File: src/rtl/ssd_pkg.sv
// Shared constants for the seven-segment scan driver: segment patterns and a
// counter-width helper.
package ssd_pkg;

   // Segment bit order is {g,f,e,d,c,b,a}. A 0 lights the segment (common anode).
   localparam logic [6:0] SEG_0   = 7'b1000000;
   localparam logic [6:0] SEG_1   = 7'b1111001;
   localparam logic [6:0] SEG_2   = 7'b0100100;
   localparam logic [6:0] SEG_3   = 7'b0110000;
   localparam logic [6:0] SEG_4   = 7'b0011001;
   localparam logic [6:0] SEG_5   = 7'b0010010;
   localparam logic [6:0] SEG_6   = 7'b0000010;
   localparam logic [6:0] SEG_7   = 7'b1111000;
   localparam logic [6:0] SEG_8   = 7'b0000000;
   localparam logic [6:0] SEG_9   = 7'b0010000;
   localparam logic [6:0] SEG_A   = 7'b0001000;
   localparam logic [6:0] SEG_B   = 7'b0000011;
   localparam logic [6:0] SEG_C   = 7'b1000110;
   localparam logic [6:0] SEG_D   = 7'b0100001;
   localparam logic [6:0] SEG_E   = 7'b0000110;
   localparam logic [6:0] SEG_F   = 7'b0001110;
   localparam logic [6:0] SEG_OFF = 7'b1111111;

   // Width of a counter holding 0..n-1; never narrower than one bit.
   function automatic int cnt_w(input int n);
      return (n <= 2) ? 1 : $clog2(n);
   endfunction

endpackage

File: src/rtl/ssd_hex_decode.sv
// Combinational 4-bit hex to active-low seven-segment decoder.
module ssd_hex_decode
   import ssd_pkg::*;
(
   input  logic [3:0] i_nib,
   output logic [6:0] o_seg
);

   always_comb begin
      o_seg = SEG_OFF;
      case (i_nib)
         4'h0: o_seg = SEG_0;
         4'h1: o_seg = SEG_1;
         4'h2: o_seg = SEG_2;
         4'h3: o_seg = SEG_3;
         4'h4: o_seg = SEG_4;
         4'h5: o_seg = SEG_5;
         4'h6: o_seg = SEG_6;
         4'h7: o_seg = SEG_7;
         4'h8: o_seg = SEG_8;
         4'h9: o_seg = SEG_9;
         4'hA: o_seg = SEG_A;
         4'hB: o_seg = SEG_B;
         4'hC: o_seg = SEG_C;
         4'hD: o_seg = SEG_D;
         4'hE: o_seg = SEG_E;
         4'hF: o_seg = SEG_F;
         default: o_seg = SEG_OFF;
      endcase
   end

endmodule

File: src/rtl/ssd_scan_mux.sv
// Multiplexed N-digit common-anode display driver with double-buffered frames.
// Define SSD_LEADING_ZERO_BLANK_EN to darken leading zero digits.
module ssd_scan_mux
   import ssd_pkg::*;
#(
   parameter int NUM_DIGITS  = 4,
   parameter int REFRESH_DIV = 50000
)(
   input  logic                    clk,
   input  logic                    rst_n,
   input  logic [4*NUM_DIGITS-1:0] bcd_in,
   input  logic [NUM_DIGITS-1:0]   dp_in,
   input  logic                    load,
   input  logic                    blank,
   output logic [6:0]              ssd,
   output logic                    dp,
   output logic [NUM_DIGITS-1:0]   sel
);

   localparam int IDX_W = cnt_w(NUM_DIGITS);
   localparam int PRE_W = cnt_w(REFRESH_DIV);

   logic [PRE_W-1:0]        r_presc;
   logic [IDX_W-1:0]        r_idx;
   logic [4*NUM_DIGITS-1:0] r_pend_bcd;
   logic [NUM_DIGITS-1:0]   r_pend_dp;
   logic                    r_pend_vld;
   logic [4*NUM_DIGITS-1:0] r_act_bcd;
   logic [NUM_DIGITS-1:0]   r_act_dp;
   logic [6:0]              r_ssd;
   logic                    r_dp;
   logic [NUM_DIGITS-1:0]   r_sel;

   logic                    w_tc;
   logic                    w_last_digit;
   logic                    w_frame_end;
   logic [3:0]              w_nib;
   logic                    w_dp_bit;
   logic [NUM_DIGITS-1:0]   w_sel_dec;
   logic                    w_lz_blank;
   logic [6:0]              w_seg;

   assign w_tc         = (r_presc == PRE_W'(REFRESH_DIV - 1));
   assign w_last_digit = (r_idx == IDX_W'(NUM_DIGITS - 1));
   assign w_frame_end  = w_tc & w_last_digit;

   // Digit mux and one-cold select share the same index compare.
   always_comb begin
      w_nib     = 4'h0;
      w_dp_bit  = 1'b0;
      w_sel_dec = '1;
      for (int i = 0; i < NUM_DIGITS; i++) begin
         if (r_idx == IDX_W'(i)) begin
            w_nib        = r_act_bcd[4*i +: 4];
            w_dp_bit     = r_act_dp[i];
            w_sel_dec[i] = 1'b0;
         end
      end
   end

`ifdef SSD_LEADING_ZERO_BLANK_EN
   // Walk down from the top digit; the run of zeros stops at the first nonzero.
   always_comb begin
      logic zero_run;
      zero_run   = 1'b1;
      w_lz_blank = 1'b0;
      for (int i = NUM_DIGITS - 1; i > 0; i--) begin
         zero_run = zero_run & (r_act_bcd[4*i +: 4] == 4'h0);
         if (zero_run && (r_idx == IDX_W'(i))) w_lz_blank = 1'b1;
      end
   end
`else
   assign w_lz_blank = 1'b0;
`endif

   ssd_hex_decode u_dec (
      .i_nib (w_nib),
      .o_seg (w_seg)
   );

   always_ff @(posedge clk or negedge rst_n) begin
      if (!rst_n) begin
         r_presc <= '0;
         r_idx   <= '0;
      end else if (w_tc) begin
         r_presc <= '0;
         r_idx   <= w_last_digit ? '0 : r_idx + IDX_W'(1);
      end else begin
         r_presc <= r_presc + PRE_W'(1);
      end
   end

   // Transfer reads the old pending value; a coincident load still lands and re-arms the flag.
   always_ff @(posedge clk or negedge rst_n) begin
      if (!rst_n) begin
         r_pend_bcd <= '0;
         r_pend_dp  <= '0;
         r_pend_vld <= 1'b0;
         r_act_bcd  <= '0;
         r_act_dp   <= '0;
      end else begin
         if (w_frame_end && r_pend_vld) begin
            r_act_bcd  <= r_pend_bcd;
            r_act_dp   <= r_pend_dp;
            r_pend_vld <= 1'b0;
         end
         if (load) begin
            r_pend_bcd <= bcd_in;
            r_pend_dp  <= dp_in;
            r_pend_vld <= 1'b1;
         end
      end
   end

   always_ff @(posedge clk or negedge rst_n) begin
      if (!rst_n) begin
         r_sel <= '1;
         r_ssd <= SEG_OFF;
         r_dp  <= 1'b1;
      end else if (blank) begin
         r_sel <= '1;
         r_ssd <= SEG_OFF;
         r_dp  <= 1'b1;
      end else begin
         r_sel <= w_sel_dec;
         r_ssd <= w_lz_blank ? SEG_OFF : w_seg;
         r_dp  <= ~w_dp_bit;
      end
   end

   assign ssd = r_ssd;
   assign dp  = r_dp;
   assign sel = r_sel;

endmodule

File: config.mk
export PLATFORM = sky130hd
export DESIGN_NAME = ssd_scan_mux
export DESIGN_NICKNAME = d
export VERILOG_FILES = /design/src/rtl/ssd_pkg.sv /design/src/rtl/ssd_hex_decode.sv /design/src/rtl/ssd_scan_mux.sv
export SDC_FILE = /design/constraint.sdc
export NUM_CORES = 1
export LEC_CHECK = 0
export CAP_MARGIN = 20
export CORE_ASPECT_RATIO = 1.25
export CORE_MARGIN = 1.5
export CORE_UTILIZATION = 50
export CTS_CLUSTER_SIZE = 20
export DETAILED_ROUTE_END_ITERATION = 10
export PLACE_DENSITY_LB_ADDON = 0.08
export SLEW_MARGIN = 30
export SYNTH_ARGS = -nofsm -noshare
export SYNTH_HDL_FRONTEND = slang
export SYNTH_SLANG_ARGS = --single-unit
File: constraint.sdc
create_clock -name clk -period 2.6 [get_ports clk]
set_input_delay 0.52 -clock clk [delete_from_list [all_inputs] [get_ports clk]]
set_output_delay 0.52 -clock clk [all_outputs]
set_load 0.01 [all_outputs]
### After elaboration in Yosys (flattened, before gate mapping)

Memory sizes are Yosys's and may differ from the RTL's.
Cells that the tools add are included.

* reductions and logical operators: 3
* muxes and demuxes: 19
* equal/unequal tests: 4
* $add $sub $neg: 2
* bitwise gates (word level): 2

Operator list (number)
* 4-bit two-way mux: 5
* 16-bit by 1-bit adder with 16-bit output (second input constant): 1
* 16-bit equality test (second input constant): 1
* 16-bit two-way mux: 1
* 1-bit two-way mux: 11
* 7-bit two-way mux: 1
* 2-bit equality test (second input constant): 2
* 2-bit by 1-bit adder with 2-bit output (second input constant): 1
* 2-bit by 1-bit equality test with 1-bit output (second input constant): 1
* 2-bit logical NOT: 1
* 2-bit two-way mux: 1
* 2-bit nonzero test: 1
* 1-bit AND: 1
* 1-bit logical AND: 1
* 1-bit inverter: 1

* logic and storage cells: 41
* output and inout port bits: 12
* bits in read-only memories: 112
* bits of input ports: 24
* register bits after elaboration: 71
* memories kept: 1

Memory list
* (no name shown): depth 16, width 7, read ports 1, clocked after memory_dff 0, write ports 0, line ssd_hex_decode.sv:11 `case (i_nib)`

### Logic depth before layout (Yosys ltp)

Gate-level depths: netlist of run 1.

* word-level depth: 7
* gate-level depth with buffers: 11
* gate-level depth less buffers: 10

### Modules after synthesis

Synthesis of run 1 repeated with hierarchy kept, for this count alone.

* cells, all modules: 251
* area total of the unflattened synthesis: 3306.9 um^2

By module, submodules not included
* ssd_scan_mux: times used 1, cells each 219, area each 3031.7 um^2
* ssd_hex_decode: times used 1, cells each 32, area each 275.3 um^2

### Worst setup path after synthesis of run 1

Ideal clock, no wire load.

* path type: register to register
* start: register r_idx[0]
* end: register r_ssd[5] (netlist: ssd[5])
* period minus slack after synthesis: 2287 ps
* arrival: 2203 ps
* path slack: 313 ps
* cell stages (with the launch flop): 10
* library setup time: 84 ps
* cells stage by stage: dfrtp_1 ha_1 buf_2 or3b_2 o221ai_1 inv_1 ha_1 nand2_1 a21oi_1 a311o_1

* longest elaborated chain between the ends: 7
* elaborated cells between the ends (all ways): 10
* those cells by class: eq/ne (3); mux (5); reduce/logical (1); memory (1)

Ends and longest elaborated chain
* from (decl): line ssd_scan_mux.sv:24 `logic [IDX_W-1:0] r_idx;`
* from (signal assigned): line ssd_scan_mux.sv:87 `r_idx <= w_last_digit ? '0 : r_idx + IDX_W'(1);`
* 2-bit logical NOT: line ssd_scan_mux.sv:53 `if (r_idx == IDX_W'(i)) begin`
* 4-bit two-way mux (3 in a row): line ssd_scan_mux.sv:53
* 4-bit two-way mux (*): line ssd_scan_mux.sv:53
* memory 16 x 7 bit (*)
* 7-bit two-way mux (*): line ssd_scan_mux.sv:120 `end else if (blank) begin`
* to (signal assigned): line ssd_scan_mux.sv:126 `r_ssd <= w_lz_blank ? SEG_OFF : w_seg;`
* to (decl): line ssd_scan_mux.sv:30 `logic [6:0] r_ssd;`

Mark *: on every way between the ends. The rest lies on a longest branch, timed or not.
A chain may end at the register's enable or synchronous reset.

### Final worst setup path of run 1

* start: register r_idx[0]
* end: register r_ssd[3] (netlist: ssd[3])

The elaborated chain is that of the path after synthesis.

==> reports/results.txt, run 1 <==
outcome: complete, no violations
first-pass GRT wire length: 9470 µm
Simple-Gate Fraction of Synth Area: 0.115
final antenna-violating net count: 0
Clock Power Share: 0.453
combinational family with the most area after synthesis: multiplexers
layout cells sized above 1: 0.275
final cell count without fillers: 387
Final min period: 2.38 ns
Reg power frac: 0.495
CP Buf/Inv Count: 3
First-pass DRT Iterations: 4
Min-Delay Path Class: input pin to asynchronous set/reset pin
top_reg_cell synth: dfrtp_1
# DRC: 0
H-tree depth: 3
pre-CTS setup slack: 0.169 ns
I/O pin total: 36
Crit Path Max Fanout: 7
Seq cells post-synth: 71
Mapped Area: 3270 µm²
Setup Crit Path Kind: flip-flop to flip-flop
CP Capture Type: flip-flop
crit share post-route: 0.915
GRT Overall Usage: 0.183
EDFF count, synth: 0
switching part of the total power: 0.209
CP max stage cell: a2111oi_0
syn nets: 288
post-detail-place hpwl: 4100 µm
Worst Skew: 0.0104 ns
Avg Inst Size Synth: 12.9 µm²
drt initial violations: 79
antenna violations before repair: 0
xor and xnor area share after synthesis: 0.0349
Max Cap Viol: 0
die width: 75.3 µm
commonest non-fill, non-tap cell in the layout: dfrtp_1
final setup fails: 0
pin count of the biggest net entering global routing: 37
maximum VDD drop: 0.000395 V
grt ovf: 0
CP arrival: 2.63 ns
Int Power: 1860 µW
Cell Chain, Critical Path: inv_1 -> ha_1 -> buf_4 -> nand2b_1 -> o22ai_1 -> a31oi_1 -> inv_1 -> ha_1 -> nor2_1 -> a2111oi_0 -> a41oi_1
Reg clk slew, reported paths: 0.08 ns
GPL Wtd Cong: 0.884
fmax: 421 MHz
Ys Warns: 0
Vias/cell: 5.23
PD cells: 592 nW/µm²
ant diodes: 0
Rel. slew slack: 0.669
final hold vios: 0
Synth Instances: 253
Die H: 93.4 µm
Post-CTS Setup Bufs: 0
Starting Density: 0.523
most frequent cells in the layout: dfrtp_1, clkdlybuf4s50_1, nand2_1, mux2_4, mux2_2
Startpoint Class: flip-flop
num rows: 32
Compound-Gate Fraction of Synth Area: 0.0601
Core ar.: 6250 µm²
post-synthesis mux area share: 0.167
die area: 7030 µm²
Largest delay share family, worst path: compound AO/OA/AOI/OAI gates
Worst-Margin Slew: 0.497 ns
Logic pwr share: 0.052
unrepaired setup endpoints after global routing: no
setup TNS: 0 ns
DP Cell Count: 371
fin nets: 332
IO buf count: 35
clk_lat worst skew: 0.35 ns
filler cell count: 519
Area Overhead vs Synth: 21.4%
Sw Pwr: 490 µW
post-synthesis async set-or-reset flop share: 1.00
clock tree buffer depth: 2
setup slack after layout: 0.222 ns
Netlist cell types: 46
post-synthesis adder-cell area fraction: 0.0421
CTS sink cnt: 71
LEAKAGE: 0.00176 µW
Critical Path Max Stage Delay: 0.45 ns
worst path required time: 2.85 ns
routed len/inst: 14.6 µm
Root Driver: clkbuf_8
TritonCTS buffer count: 9
Post-Route WL: 5650 µm
Vias: 2024
Slew Limit Fails: 0
register area share after synthesis: 0.548
CTS tree: done
vias in the first global route: 1989
## layer usage
metal	global-route usage	vias up	wire length, µm
li1	-	980	-
met1	0.240	1005	2560
met2	0.279	31	2820
met3	0.0517	8	174
met4	0.0804	0	93
met5	0	-	0
## cells by family after synthesis
family                   Yosys count
AO/OA/AOI/OAI                     27
XOR/XNOR                          13
adder cells (fa/ha/maj)           11
buffers and inverters             17
flip-flops                        71
multiplexers                      42
AND/OR/NAND/NOR                   72
## layout make-up
type | count | area [µm²] | share of cell area
Tap cell | 85 | 106 | 0.0268
Clock inverter | 7 | 120 | 0.0303
Clock buffer | 9 | 124 | 0.0312
Inverter | 6 | 22.5 | 0.00568
Timing Repair Buffer | 44 | 425 | 0.107
Sequential cell | 71 | 1790 | 0.452
Multi-Input combinational cell | 165 | 1380 | 0.347
## registers in the layout, indices dropped and copies added (netlist names)
register,count
r_idx,2
r_presc,16
r_pend_dp,4
dp,1
r_pend_bcd,16
r_pend_vld,1
ssd,7
sel,4
r_act_dp,4
r_act_bcd,16
## cells in the mapped netlist (all sizes together), types with 3 or more instances
cell type  number  area (µm²)
ha             11         138
nor2b           3        18.8
and2            3        18.8
o21ai           5        25.0
nand3b          5        37.5
clkbuf          3        11.3
nand2          20        75.1
nand2b          3        18.8
nand3           6        30.0
nor3            4        20.0
inv             6        22.5
xnor2           8        70.1
a21oi           5        25.0
mux2           40         526
and3            5        36.3
buf             8        72.6
a311o           3        30.0
nand4           3        18.8
dfrtp          59        1480
xor2            5        43.8
nor2           14        52.6
dfstp          12         315
## through the flow
stage | hold WS, ns | area [µm²] | power [µW] | utilization
after floorplan | 0.224 | 3270 | 1230 | -
after global placement | 0.461 | 3710 | 1310 | 0.595
after detailed placement | 0.475 | 3710 | 1310 | 0.595
after CTS | 0.141 | 3960 | 2380 | 0.634
after global routing | 0.152 | 3970 | 2440 | 0.635
final | 0.134 | 3970 | 2350 | 0.635
## power groups by stage
stage / clock network [µW] / logic (µW) / registers (µW)
5_1_grt: 1140 / 135 / 1170
2_1_floorplan: 0 / 43.5 / 1180
3_5_place_dp: 0 / 125 / 1180
3_3_place_gp: 0 / 123 / 1180
6_report: 1070 / 122 / 1160
4_1_cts: 1090 / 126 / 1160
## worst paths after layout
check                                        from                        to  slack, ns  cells after the start
setup / recovery             r_idx[0]$_DFFE_PN0N_          ssd[3]$_DFF_PN1_       0.22                     11
hold / removal                              rst_n  r_act_bcd[7]$_DFFE_PN0P_       0.13                      1
setup reg to reg             r_idx[0]$_DFFE_PN0N_          ssd[3]$_DFF_PN1_       0.22                     11
hold reg to reg            r_pend_vld$_DFFE_PN0P_    r_pend_vld$_DFFE_PN0P_       0.49                      1
max in group asynchronous                   rst_n          sel[2]$_DFF_PN1_       1.86                      2
min in group clk           r_pend_vld$_DFFE_PN0P_    r_pend_vld$_DFFE_PN0P_       0.49                      1
## what timing repair did
action                                  CTS  global route
endpoints found under the setup margin    0             3
hold buffers                              0             0
gates resized for setup                   0             2
## worst register-to-register path: stages, from the launching register on
cell       delay (ns)
dfrtp_1          0.38
inv_1            0.10
ha_1             0.25
buf_4            0.17
nand2b_1         0.06
o22ai_1          0.09
a31oi_1          0.21
inv_1            0.13
ha_1             0.32
nor2_1           0.05
a2111oi_0        0.45
a41oi_1          0.08
Power figures use the tool's default switching activity.
==> run 2, diff against run 1 <==
- CORE_UTILIZATION: 50 -> 39
==> run 2 against run 1 <==
Net effect: the run now ends with design-rule violations left; sequential share of layout area up 0.19 points; register-to-register slack better by 0.06 ns; worst hold slack better by 0.032 ns; wire length up 6.5%; via count down 0.99%; setup slack better by 0.062 ns; clock skew down 0.0026 ns.
==> reports/results.txt, run 2 (same netlist as run 1, synthesis figures left out) <==
outcome: complete, but fails checks
failing checks: design-rule violations
Worst Skew: 0.00774 ns
CTS sink cnt: 71
IO buf count: 35
worst path required time: 2.86 ns
clock tree buffer depth: 2
clk_lat worst skew: 0.35 ns
Final min period: 2.32 ns
final cell count without fillers: 398
Largest regs: r_act_bcd: 16 flops, r_pend_bcd: 16 flops, r_presc: 16 flops
pin count of the biggest net entering global routing: 72
commonest non-fill, non-tap cell in the layout: dfrtp_1
Vias/cell: 5.04
Worst-Margin Slew: 0.624 ns
RR Endpoint: ssd[3]$_DFF_PN1_
placed inst area: 3720 µm²
First-pass DRT Iterations: 7
Post-Route WL: 6020 µm
setup TNS: 0 ns
Area Overhead vs Synth: 20.9%
CP Capture Type: flip-flop
GPL Wtd Cong: 0.839
layout cells sized above 1: 0.266
CTS tree: done
R2R depth: 9
Crit Path Max Fanout: 7
# resized after CTS: 0
Root Driver: clkbuf_8
GRT Overall Usage: 0.156
grt ovf: 0
Startpoint Class: flip-flop
LEAKAGE: 0.00176 µW
Starting Density: 0.399
filler cell count: 737
die area: 8940 µm²
CP arrival: 2.57 ns
drt initial violations: 77
first-pass GRT wire length: 10600 µm
fin nets: 331
crit share post-route: 0.891
most frequent cells in the layout: dfrtp_1, clkdlybuf4s50_1, nand2_1, mux2_4, mux2_2
Rel. slew slack: 0.581
I/O pin total: 36
finished layout cell area: 3950 µm²
ant diodes: 0
Setup Crit Path Kind: flip-flop to flip-flop
Die H: 105 µm
H-tree depth: 3
final hold vios: 0
Max Cap Viol: 0
final setup fails: 0
Reg clk slew, reported paths: 0.07 ns
num rows: 37
final antenna-violating net count: 0
Slew Limit Fails: 0
reg-to-reg slack, setup: 0.28 ns
# DRC: 9
routed len/inst: 15.1 µm
die width: 84.9 µm
vias in the first global route: 2194
PD cells: 572 nW/µm²
antenna violations before repair: 0
Vias: 2004
DP Cell Count: 382
hold-fix buffers at CTS: 0
Post-CTS Setup Bufs: 0
unrepaired setup endpoints after global routing: no
Core ar.: 8190 µm²
post-detail-place hpwl: 4090 µm
maximum VDD drop: 0.000269 V
fmax: 432 MHz
r2r startpoint: r_idx[0]$_DFFE_PN0N_
Min-Delay Path Class: input pin to asynchronous set/reset pin
TritonCTS buffer count: 9
-- run 2: cell count changes in the layout (fill, tap and decap cells not counted) --
| cell | before | now |
|---|---|---|
| clkbuf_8 | 9 | 14 |
| bufinv_16 | 3 | 1 |
| a311o_1 | 2 | 3 |
| a311o_2 | 1 | 0 |
| buf_4 | 8 | 7 |
| clkinv_4 | 1 | 0 |
| clkinvlp_4 | 1 | 0 |
| inv_6 | 1 | 0 |
| o221ai_1 | 1 | 2 |
| o221ai_2 | 1 | 0 |
-- run 2: area by class of cell --
type                       count  area [µm²]  share of cell area
clock inverter                 2        35.0             0.00887
sequential                    71        1790               0.454
timing repair buffer          43         418               0.106
clock buffer                  14         193              0.0488
tap                           97         121              0.0307
inverter                       6        22.5             0.00570
multi-input combinational    165        1370               0.347
-- run 2: power breakdown --
group	leakage [µW]	switching [µW]	internal [µW]	total [µW]
clock network	0.000119	402	573	975
logic	0.000751	47.6	73.5	121
registers	0.000885	18.5	1150	1160
total	0.00176	468	1790	2260
-- run 2: worst max-delay path: stages, from the launching register on --
cell,delay (ns)
dfrtp_1,0.40
inv_1,0.12
ha_1,0.28
or3b_2,0.46
o221ai_1,0.10
buf_4,0.19
ha_1,0.15
nor2_1,0.05
a2111oi_0,0.39
a41oi_1,0.08
-- run 2: how the worst max path moves through the flow --
stage | from | endpoint | slack [ns] | cells past startpoint
after floorplan | r_idx[0]$_DFFE_PN0N_ | ssd[5]$_DFF_PN1_ | 0.31 | 9
after global placement | r_idx[0]$_DFFE_PN0N_ | ssd[3]$_DFF_PN1_ | 0.35 | 9
after detailed placement | r_idx[0]$_DFFE_PN0N_ | ssd[3]$_DFF_PN1_ | 0.29 | 9
after CTS | r_idx[0]$_DFFE_PN0N_ | ssd[3]$_DFF_PN1_ | 0.27 | 9
after global routing | r_idx[0]$_DFFE_PN0N_ | ssd[3]$_DFF_PN1_ | 0.03 | 9
final | r_idx[0]$_DFFE_PN0N_ | ssd[3]$_DFF_PN1_ | 0.28 | 9
-- run 2: routing by layer --
metal,vias to the layer above,track usage,share of wire
met5,-,0,0
met4,0,0.115,0.038
met3,17,0.0298,0.033
met2,35,0.242,0.48
met1,975,0.193,0.45
li1,977,-,-
-- run 2: stage by stage --
step	hold slack [ns]	worst slack (ns)	total power, µW	util
floorplan	0.224	0.313	1230	-
global placement	0.463	0.352	1310	0.454
detailed placement	0.469	0.287	1310	0.454
CTS	0.201	0.266	2300	0.482
global route	0.215	0.0315	2360	0.482
finish	0.166	0.284	2260	0.482
==> run 3, diff against run 2 <==
- CORE_ASPECT_RATIO: 1.25 -> 1.2
- clock period: 2.6 -> 2 ns (I/O delays scaled with it)
==> run 3 against run 2 <==
Net effect: the flow finishes with violations (negative setup slack); flip-flop and latch count is the same; critical path depth down 2; sequential share of layout area down 4.6 points; register-to-register slack got worse by 0.30 ns; fmax rose by 15%; worst hold slack worse by 0.081 ns; combinational power increased by 35%; critical path type unchanged; largest cell class unchanged; largest power group unchanged.
==> reports/results.txt, run 3 (same netlist as run 1, synthesis figures left out) <==
outcome: complete, but fails checks
failing checks: negative setup slack
Crit. path cell count: 7
drt initial violations: 65
fin nets: 362
maximum VDD drop: 0.000309 V
Cell Chain, Critical Path: buf_6 -> ha_4 -> nand3b_1 -> a311o_2 -> buf_12 -> a2111oi_4 -> a41oi_1
critical path startpoint: r_idx[0]$_DFFE_PN0N_
CTS sink cnt: 71
most frequent cells in the layout: dfrtp_1, clkdlybuf4s50_1, buf_4
Largest regs: r_act_bcd: 16 flops, r_pend_bcd: 16 flops, r_presc: 16 flops
TritonCTS buffer count: 9
Core ar.: 8110 µm²
Crit Path Max Fanout: 6
die area: 8940 µm²
Vias/cell: 4.98
IO buf count: 35
Startpoint Class: flip-flop
first-pass GRT wire length: 10200 µm
pre-CTS setup slack: -0.216 ns
register area: 1790 µm²
Max Cap Viol: 0
Root Driver: clkbuf_8
fmax: 497 MHz
hold-fix buffers at CTS: 0
Area Overhead vs Synth: 34.7%
final hold vios: 0
clock tree buffer depth: 2
setup TNS: -0.0156 ns
Worst-Margin Slew: 0.476 ns
worst path required time: 2.25 ns
setup slack after layout: -0.0116 ns
# DRC: 0
reg-to-reg slack, setup: -0.01 ns
Starting Density: 0.403
met2 Resource Use GR: 0.237
Vias: 2125
post-detail-place hpwl: 4030 µm
GR Util met3: 0.0310
clk_lat worst skew: 0.34 ns
pin count of the biggest net entering global routing: 72
commonest non-fill, non-tap cell in the layout: dfrtp_1
crit path to: ssd[3]$_DFF_PN1_
H-tree depth: 3
placed inst area: 3910 µm²
Min-Delay Path Class: input pin to asynchronous set/reset pin
CP max stage cell: a311o_2
Worst Skew: 0.0128 ns
final antenna-violating net count: 0
Die H: 103 µm
antenna violations before repair: 0
num rows: 36
vias in the first global route: 2099
CTS tree: done
crit share post-route: 1.01
Largest delay share family, worst path: compound AO/OA/AOI/OAI gates
met1 Resource Use GR: 0.194
r2r startpoint: r_idx[0]$_DFFE_PN0N_
final setup fails: 2
unrepaired setup endpoints after global routing: yes
die width: 86.6 µm
CP arrival: 2.27 ns
CP Capture Type: flip-flop
finished layout cell area: 4400 µm²
R2R depth: 7
GPL Wtd Cong: 0.765
Final Total Pwr: 2670 µW
RR Endpoint: ssd[3]$_DFF_PN1_
Reg clk slew, reported paths: 0.08 ns
ant diodes: 0
Critical Path Max Stage Delay: 0.45 ns
Slew Limit Fails: 0
First-pass DRT Iterations: 4
GRT busiest layer: met2
filler cell count: 709
routed len/inst: 14.2 µm
GRT Overall Usage: 0.151
PD cells: 607 nW/µm²
Setup Crit Path Kind: flip-flop to flip-flop
Multi-input gate area: 1570 µm²
I/O pin total: 36
Rel. slew slack: 0.680
layout cells sized above 1: 0.416
LEAKAGE: 0.00193 µW
CP Buf/Inv Count: 2
Final min period: 2.01 ns
grt ovf: 0
Post-Route WL: 6050 µm
==> run 3: per-layer routing <==
metal  part of all wire  routed length, µm
met2               0.48               2920
met1               0.46               2790
met5                  0                  0
met3              0.031                185
met4              0.026                158
==> run 3: where the power goes <==
group	internal, µW	leakage, µW	switching [µW]
registers	1490	0.000884	23.0
clock network	484	0.0000874	513
logic	100	0.000962	63.2
total	2070	0.00193	599
==> run 3: worst min-delay path by stage <==
stage          startpoint                          to  depth (start not counted)
2_1_floorplan       rst_n    r_act_bcd[0]$_DFFE_PN0P_                          0
3_3_place_gp        rst_n  r_pend_bcd[14]$_DFFE_PN0P_                          2
3_5_place_dp        rst_n  r_pend_bcd[14]$_DFFE_PN0P_                          2
4_1_cts             rst_n    r_act_bcd[7]$_DFFE_PN0P_                          2
5_1_grt             rst_n    r_act_bcd[7]$_DFFE_PN0P_                          2
6_report            rst_n    r_act_bcd[7]$_DFFE_PN0P_                          2
==> run 3: through the flow <==
stage / cells / hold WS (ns) / util
2_1_floorplan: 253 / 0.104 / -
4_1_cts: 421 / 0.0867 / 0.521
6_report: 427 / 0.0848 / 0.543
5_1_grt: 427 / 0.114 / 0.543
3_5_place_dp: 397 / 0.460 / 0.483
3_3_place_gp: 397 / 0.459 / 0.483
==> run 3: layout make-up <==
class | count | area share
Clock buffer | 13 | 0.0338
Inverter | 6 | 0.00569
Clock inverter | 3 | 0.00426
Timing Repair Buffer | 74 | 0.166
Tap cell | 95 | 0.0270
Sequential cell | 71 | 0.407
Multi-Input combinational cell | 165 | 0.356
==> run 3: timing repair <==
action                     CTS  global route
pin swaps                    7            14
setup endpoints to repair    7             7
resized for setup           23            30
buffers inserted             8             6
==> RTL change 1, RTL diff (settings of run 1) <==
Build with the macro `SSD_LEADING_ZERO_BLANK_EN` defined.
--- a/src/rtl/ssd_scan_mux.sv
+++ b/src/rtl/ssd_scan_mux.sv
@@ -2,2 +2,4 @@
 // Define SSD_LEADING_ZERO_BLANK_EN to darken leading zero digits.
+`define SSD_LEADING_ZERO_BLANK_EN
+
 module ssd_scan_mux
Function: same outputs for any inputs over 10 cycles, from zero or initial values and one cycle with rst_n low; that may be too few to reach the edited logic, so the function may still have changed.
==> RTL change 1 against run 1 <==
  * Sequential cell count unchanged
  * Clock power is 21% lower
  * Setup slack better by 0.086 ns
  * Area after synthesis grew 1.7%
  * Synthesized cell count grew 3.6%
  * Power shrank 9.5%
  * Design area is 0.32% lower
  * Routed wire length up 2.5%
  * Critical endpoint is now ssd[6]
==> RTL change 1: results (changes against run 1) <==
Worst setup path:
- The standard cell with the maximum stage delay on the critical path is sky130_fd_sc_hd__o21ai_0.
- The minimum setup slack among reg-to-reg paths was 0.31 ns (+0.09 ns).
- The top fanout value on the critical path is 5 (-2).
- The worst register-to-register path ends at ssd[6].
- The length in cells of the worst reg-to-reg path was 8 (-3).

GRT:
- The via count of the first global-routing pass is 2129 (+7.0%).
- The total global routing track utilization is 18.4% (+0.11 points).
- The maximum number of pins on one net before global-route repair was 43 (+16%).

CTS:
- The later-pin clock latency in the skew report is 0.33 ns (-0.02 ns).

Cells and area:
- The filler cell count is 528 (+1.7%).
- The count of inserted antenna diode cells was 0 (unchanged).

Synthesis:
- The number of synthesized flops with an enable pin is 0 (unchanged).
- The post-synthesis sequential area ratio is 53.9% (-0.93 points).
- The commonest cells after synthesis are sky130_fd_sc_hd__dfrtp_1 (59), sky130_fd_sc_hd__mux2_2 (20), sky130_fd_sc_hd__mux2_4 (20), sky130_fd_sc_hd__nand2_1 (20), sky130_fd_sc_hd__nor2_1 (17).
- Ranked by total cell area, the synthesized netlist is headed by sky130_fd_sc_hd__dfrtp_1 (44%), sky130_fd_sc_hd__dfstp_2 (9.5%), sky130_fd_sc_hd__mux2_4 (9.0%).
- The count of unique library cells instantiated by Yosys is 40 (-13%).
- The net count after synthesis is 297 (+3.1%).

Timing:
- The pin slew with the least headroom to its limit came to 0.685 ns (+0.188 ns).
- The worst clock skew came to 0.00782 ns (-0.00257 ns).
- The final worst-path setup slack is 0.308 ns (+0.0861 ns).

Route:
- The iteration-0 DRC count of the detailed router is 86 (+8.9%).
- The detail-routed via count per cell is 5.23 (about the same).
- The total wire length was 5790 um (+2.5%).

Status:
- The flow ran to the end, and the final reports show no timing, DRC or antenna violations.

Pwr:
- The static leakage power came to 1.70 nW (-3.5%).
- The switching part of the total power was 20.8% (-0.076 points).
- The worst supply voltage drop on vdd was 0.366 mV (-7.5%).

Placed design:
- The pre-CTS setup slack is 0.223 ns (+0.0540 ns).
[RTL change 1: worst min path at each step]
stage                     slack [ns]  cells past startpoint       endpoint       start
final                           0.22                      1  r_pend_bcd[0]       rst_n
after global routing            0.26                      1   r_pend_dp[2]       rst_n
after CTS                       0.23                      1   r_pend_dp[1]       rst_n
after detailed placement        0.47                      1     r_pend_vld  r_pend_vld
after global placement          0.46                      1     r_pend_vld  r_pend_vld
after floorplan                 0.22                      0   r_act_bcd[0]       rst_n
[RTL change 1: stage by stage]
stage	cells	total power (W)
global placement	381	0.00131
CTS	397	0.00215
finish	397	0.00213
detailed placement	381	0.00131
global route	397	0.00222
floorplan	262	0.00122
[RTL change 1: layer usage]
metal / part of all wire (%) / vias up / track usage [%] / wire length (um)
li1: - / 1003 / - / -
met1: 43 / 1020 / 21.1 / 2480
met2: 51 / 37 / 32.3 / 2980
met3: 3.5 / 15 / 4.56 / 203
met4: 2.2 / 0 / 8.80 / 130
met5: 0 / - / 0 / 0
[RTL change 1: cells by family after synthesis]
group	after synthesis	share of synthesized area [%]
AOI/OAI and AO/OA	30	6.40
xor gates and xnor gates	13	3.43
adders and majority gates	11	4.14
buffers and inverters	16	3.12
DFF	71	53.9
muxes	42	16.4
and+or+nand+nor	79	12.6
[RTL change 1: power groups by stage]
stage / Combinational (W) / Sequential, W / Clock, W
final: 0.000120 / 0.00116 / 0.000842
after global routing: 0.000133 / 0.00117 / 0.000918
after CTS: 0.000124 / 0.00116 / 0.000866
after detailed placement: 0.000124 / 0.00119 / 0
after global placement: 0.000122 / 0.00118 / 0
after floorplan: 0.0000433 / 0.00118 / 0
[RTL change 1: worst register-to-register path, cell delays in order (launching register included)]
cell and delay [ns]:
sky130_fd_sc_hd__dfrtp_1 0.41, sky130_fd_sc_hd__ha_1 0.25, sky130_fd_sc_hd__and2_0 0.16, sky130_fd_sc_hd__o21ai_0 0.45, sky130_fd_sc_hd__inv_1 0.22, sky130_fd_sc_hd__ha_1 0.28, sky130_fd_sc_hd__nor2b_1 0.15, sky130_fd_sc_hd__a21oi_1 0.13
sky130_fd_sc_hd__o221ai_1 0.13
[RTL change 1: final cells by class]
type / count / area [um^2] / share of cell area [%]
inverter: 6 / 22.5 / 0.570
clock inverter: 4 / 45.0 / 1.14
multi-input combinational: 175 / 1430 / 36.2
clock buffer: 12 / 145 / 3.67
timing repair buffer: 42 / 410 / 10.4
tap: 87 / 109 / 2.75
sequential: 71 / 1790 / 45.3
==> RTL change 2, RTL diff (flow settings as in run 1) <==
Made on the original files. Add an input register stage for `bcd_in`, `dp_in`, `load` and `blank`, without a reset; this delays them by one clock.
--- a/src/rtl/ssd_scan_mux.sv
+++ b/src/rtl/ssd_scan_mux.sv
@@ -21,2 +21,14 @@
    localparam int PRE_W = cnt_w(REFRESH_DIV);
+
+   logic [4*NUM_DIGITS-1:0] bcd_q;
+   logic [NUM_DIGITS-1:0] dp_q;
+   logic load_q;
+   logic blank_q;
+
+   always_ff @(posedge clk) begin
+      bcd_q   <= bcd_in;
+      dp_q    <= dp_in;
+      load_q  <= load;
+      blank_q <= blank;
+   end
 
@@ -106,5 +118,5 @@
          end
-         if (load) begin
-            r_pend_bcd <= bcd_in;
-            r_pend_dp  <= dp_in;
+         if (load_q) begin
+            r_pend_bcd <= bcd_q;
+            r_pend_dp  <= dp_q;
             r_pend_vld <= 1'b1;
@@ -119,3 +131,3 @@
          r_dp  <= 1'b1;
-      end else if (blank) begin
+      end else if (blank_q) begin
          r_sel <= '1;
Behaviour: not the same (a bounded check fails within 4 cycles, from zero or initial values and one cycle with rst_n low).
==> RTL change 2 against run 1 <==
  * Design area is 8.2% higher
  * Clock skew grew 0.0018 ns
  * Setup slack better by 0.015 ns
  * Cell count increased by 7.5%
  * Synthesized cell count increased by 11%
  * Clock power is 17% lower
  * Sequential cell count increased by 22
  * Sequential power up 32%
  * Via count increased by 5.3%
  * Die area is 11% higher
  * Routed wire length rose by 1.1%
  * Power is 7.5% higher
  * Area after synthesis up 12%
  * Highest routed layer unchanged
==> RTL change 2: results (changes against run 1) <==
Synthesis:
- The count of unique library cells instantiated by Yosys was 44 (-4.3%).
- The async set-or-reset flop fraction in the synthesized netlist is 76.3% (-24 points).
- The post-synthesis sequential area ratio is 61.2% (+6.3 points).
- By area the synthesized netlist is led by sky130_fd_sc_hd__dfrtp_1 (40%), sky130_fd_sc_hd__mux2_2 (13%), sky130_fd_sc_hd__dfxtp_1 (12%).
- The share of synthesized area spent on multiplexers came to 14.3% (-2.4 points).
- The post-synthesis share of cell area spent on full adders, half adders and majority gates is 3.77% (-0.44 points).
- The XOR/XNOR share of the synthesized area was 2.88% (-0.61 points).
- In the synthesized netlist, the cells that appear most often are sky130_fd_sc_hd__dfrtp_1 (59), sky130_fd_sc_hd__mux2_2 (41), sky130_fd_sc_hd__nand2_1 (23).
- The net count after synthesis is 316 (+9.7%).
- The fraction of the mapped netlist area in compound gates came to 5.45% (-0.56 points).

Cells and area:
- The number of nets in the layout came to 356 (+7.2%).
- The proportion of layout cells with a drive suffix above 1 came to 26.1% (-1.4 points).
- The filler cell count is 572 (+10%).

GRT:
- The global-route met1 utilization is 21.2% (-2.8 points).
- The maximum number of pins on one net before global-route repair is 72 (+95%).
- The global-route wire length before repair was 9900 um (+4.6%).
- The via count of the first global-routing pass is 2099 (+5.5%).
- The total global routing track utilization is 16.6% (-1.6 points).
- The met2 capacity usage during global routing is 26.1% (-1.7 points).
- The met3 layer usage reported by global route is 3.43% (-1.7 points).

Floorplanning:
- The initial core utilization is 52.0% (-0.31 points).

Placed design:
- The pre-CTS setup slack was 0.255 ns (+0.0865 ns).
- The routability congestion estimate from global placement is 0.761 (-14%).
- The post-DP HPWL was 3830 um (-6.5%).

Pwr:
- The static leakage power is 1.87 nW (+5.9%).
- The worst supply voltage drop on vdd is 0.535 mV (+35%).

Worst setup path:
- The top fanout value on the critical path is 5 (-2).
- For this design, the slowest cell found on the critical path is sky130_fd_sc_hd__o221ai_1.
- The arrival time of the worst setup path is 2.64 ns (about the same).
- The minimum setup slack among reg-to-reg paths is 0.24 ns (+0.02 ns).
- The length in cells of the worst reg-to-reg path is 7 (-4).
- The peak per-stage delay on the critical path is 0.47 ns (+0.02 ns).

Timing:
- The worst clock skew is 0.0122 ns (+0.00183 ns).
- The pin slew with the least headroom to its limit is 0.514 ns (+0.0174 ns).

Route:
- The average wire per cell in the routed design is 13.7 um (-5.9%).
- The iteration-0 DRC count of the detailed router is 71 (-10%).
- The detail-routed via count per cell is 5.13 (-2.0%).

Status:
- The run finished with clean final reports.

Worst hold path:
- In this run the worst hold path is classified as primary input to async pin.
[RTL change 2: where the power goes]
part / internal [W] / switching [W] / total [W]
registers: 0.00150 / 0.0000293 / 0.00153
clock network: 0.000382 / 0.000503 / 0.000886
logic: 0.0000740 / 0.0000374 / 0.000111
[RTL change 2: cell type report]
type | count | area share, %
sequential | 93 | 52.1
multi-input combinational | 170 | 31.3
timing repair buffer | 39 | 9.04
clock buffer | 11 | 3.30
tap | 90 | 2.62
clock inverter | 5 | 0.962
inverter | 8 | 0.700
[RTL change 2: worst max path at each step]
stage              from     end  slack (ns)  depth (start not counted)
6_report       r_idx[0]  ssd[3]        0.24                          7
5_1_grt        r_idx[1]  ssd[4]       0.003                          8
4_1_cts        r_idx[0]  ssd[4]        0.21                          8
3_5_place_dp   r_idx[0]  ssd[4]        0.26                          8
3_3_place_gp   r_idx[0]  ssd[4]        0.31                          8
2_1_floorplan  r_idx[0]  ssd[4]        0.44                          9
[RTL change 2: per-layer routing]
| metal | share of wire (%) | vias up |
|---|---|---|
| met4 | 1.9 | 0 |
| met3 | 3.0 | 11 |
| met5 | 0 | - |
| li1 | - | 1047 |
| met2 | 48 | 34 |
| met1 | 47 | 1040 |
[RTL change 2: through the flow]
stage / utilization (%) / instance area, um^2 / hold WS, ns / cells / power (W)
finish: 61.1 / 4290 / 0.165 / 416 / 0.00253
global route: 61.1 / 4290 / 0.192 / 416 / 0.00264
detailed placement: 58.3 / 4090 / 0.446 / 400 / 0.00167
global placement: 58.3 / 4090 / 0.440 / 400 / 0.00167
floorplan: - / 3650 / 0.224 / 281 / 0.00159
CTS: 60.9 / 4280 / 0.175 / 416 / 0.00256
[RTL change 2: what timing repair did]
item | in CTS | in global routing
setup buffers | 0 | 0
gates resized for setup | 0 | 3
endpoints found under the setup margin | 0 | 1
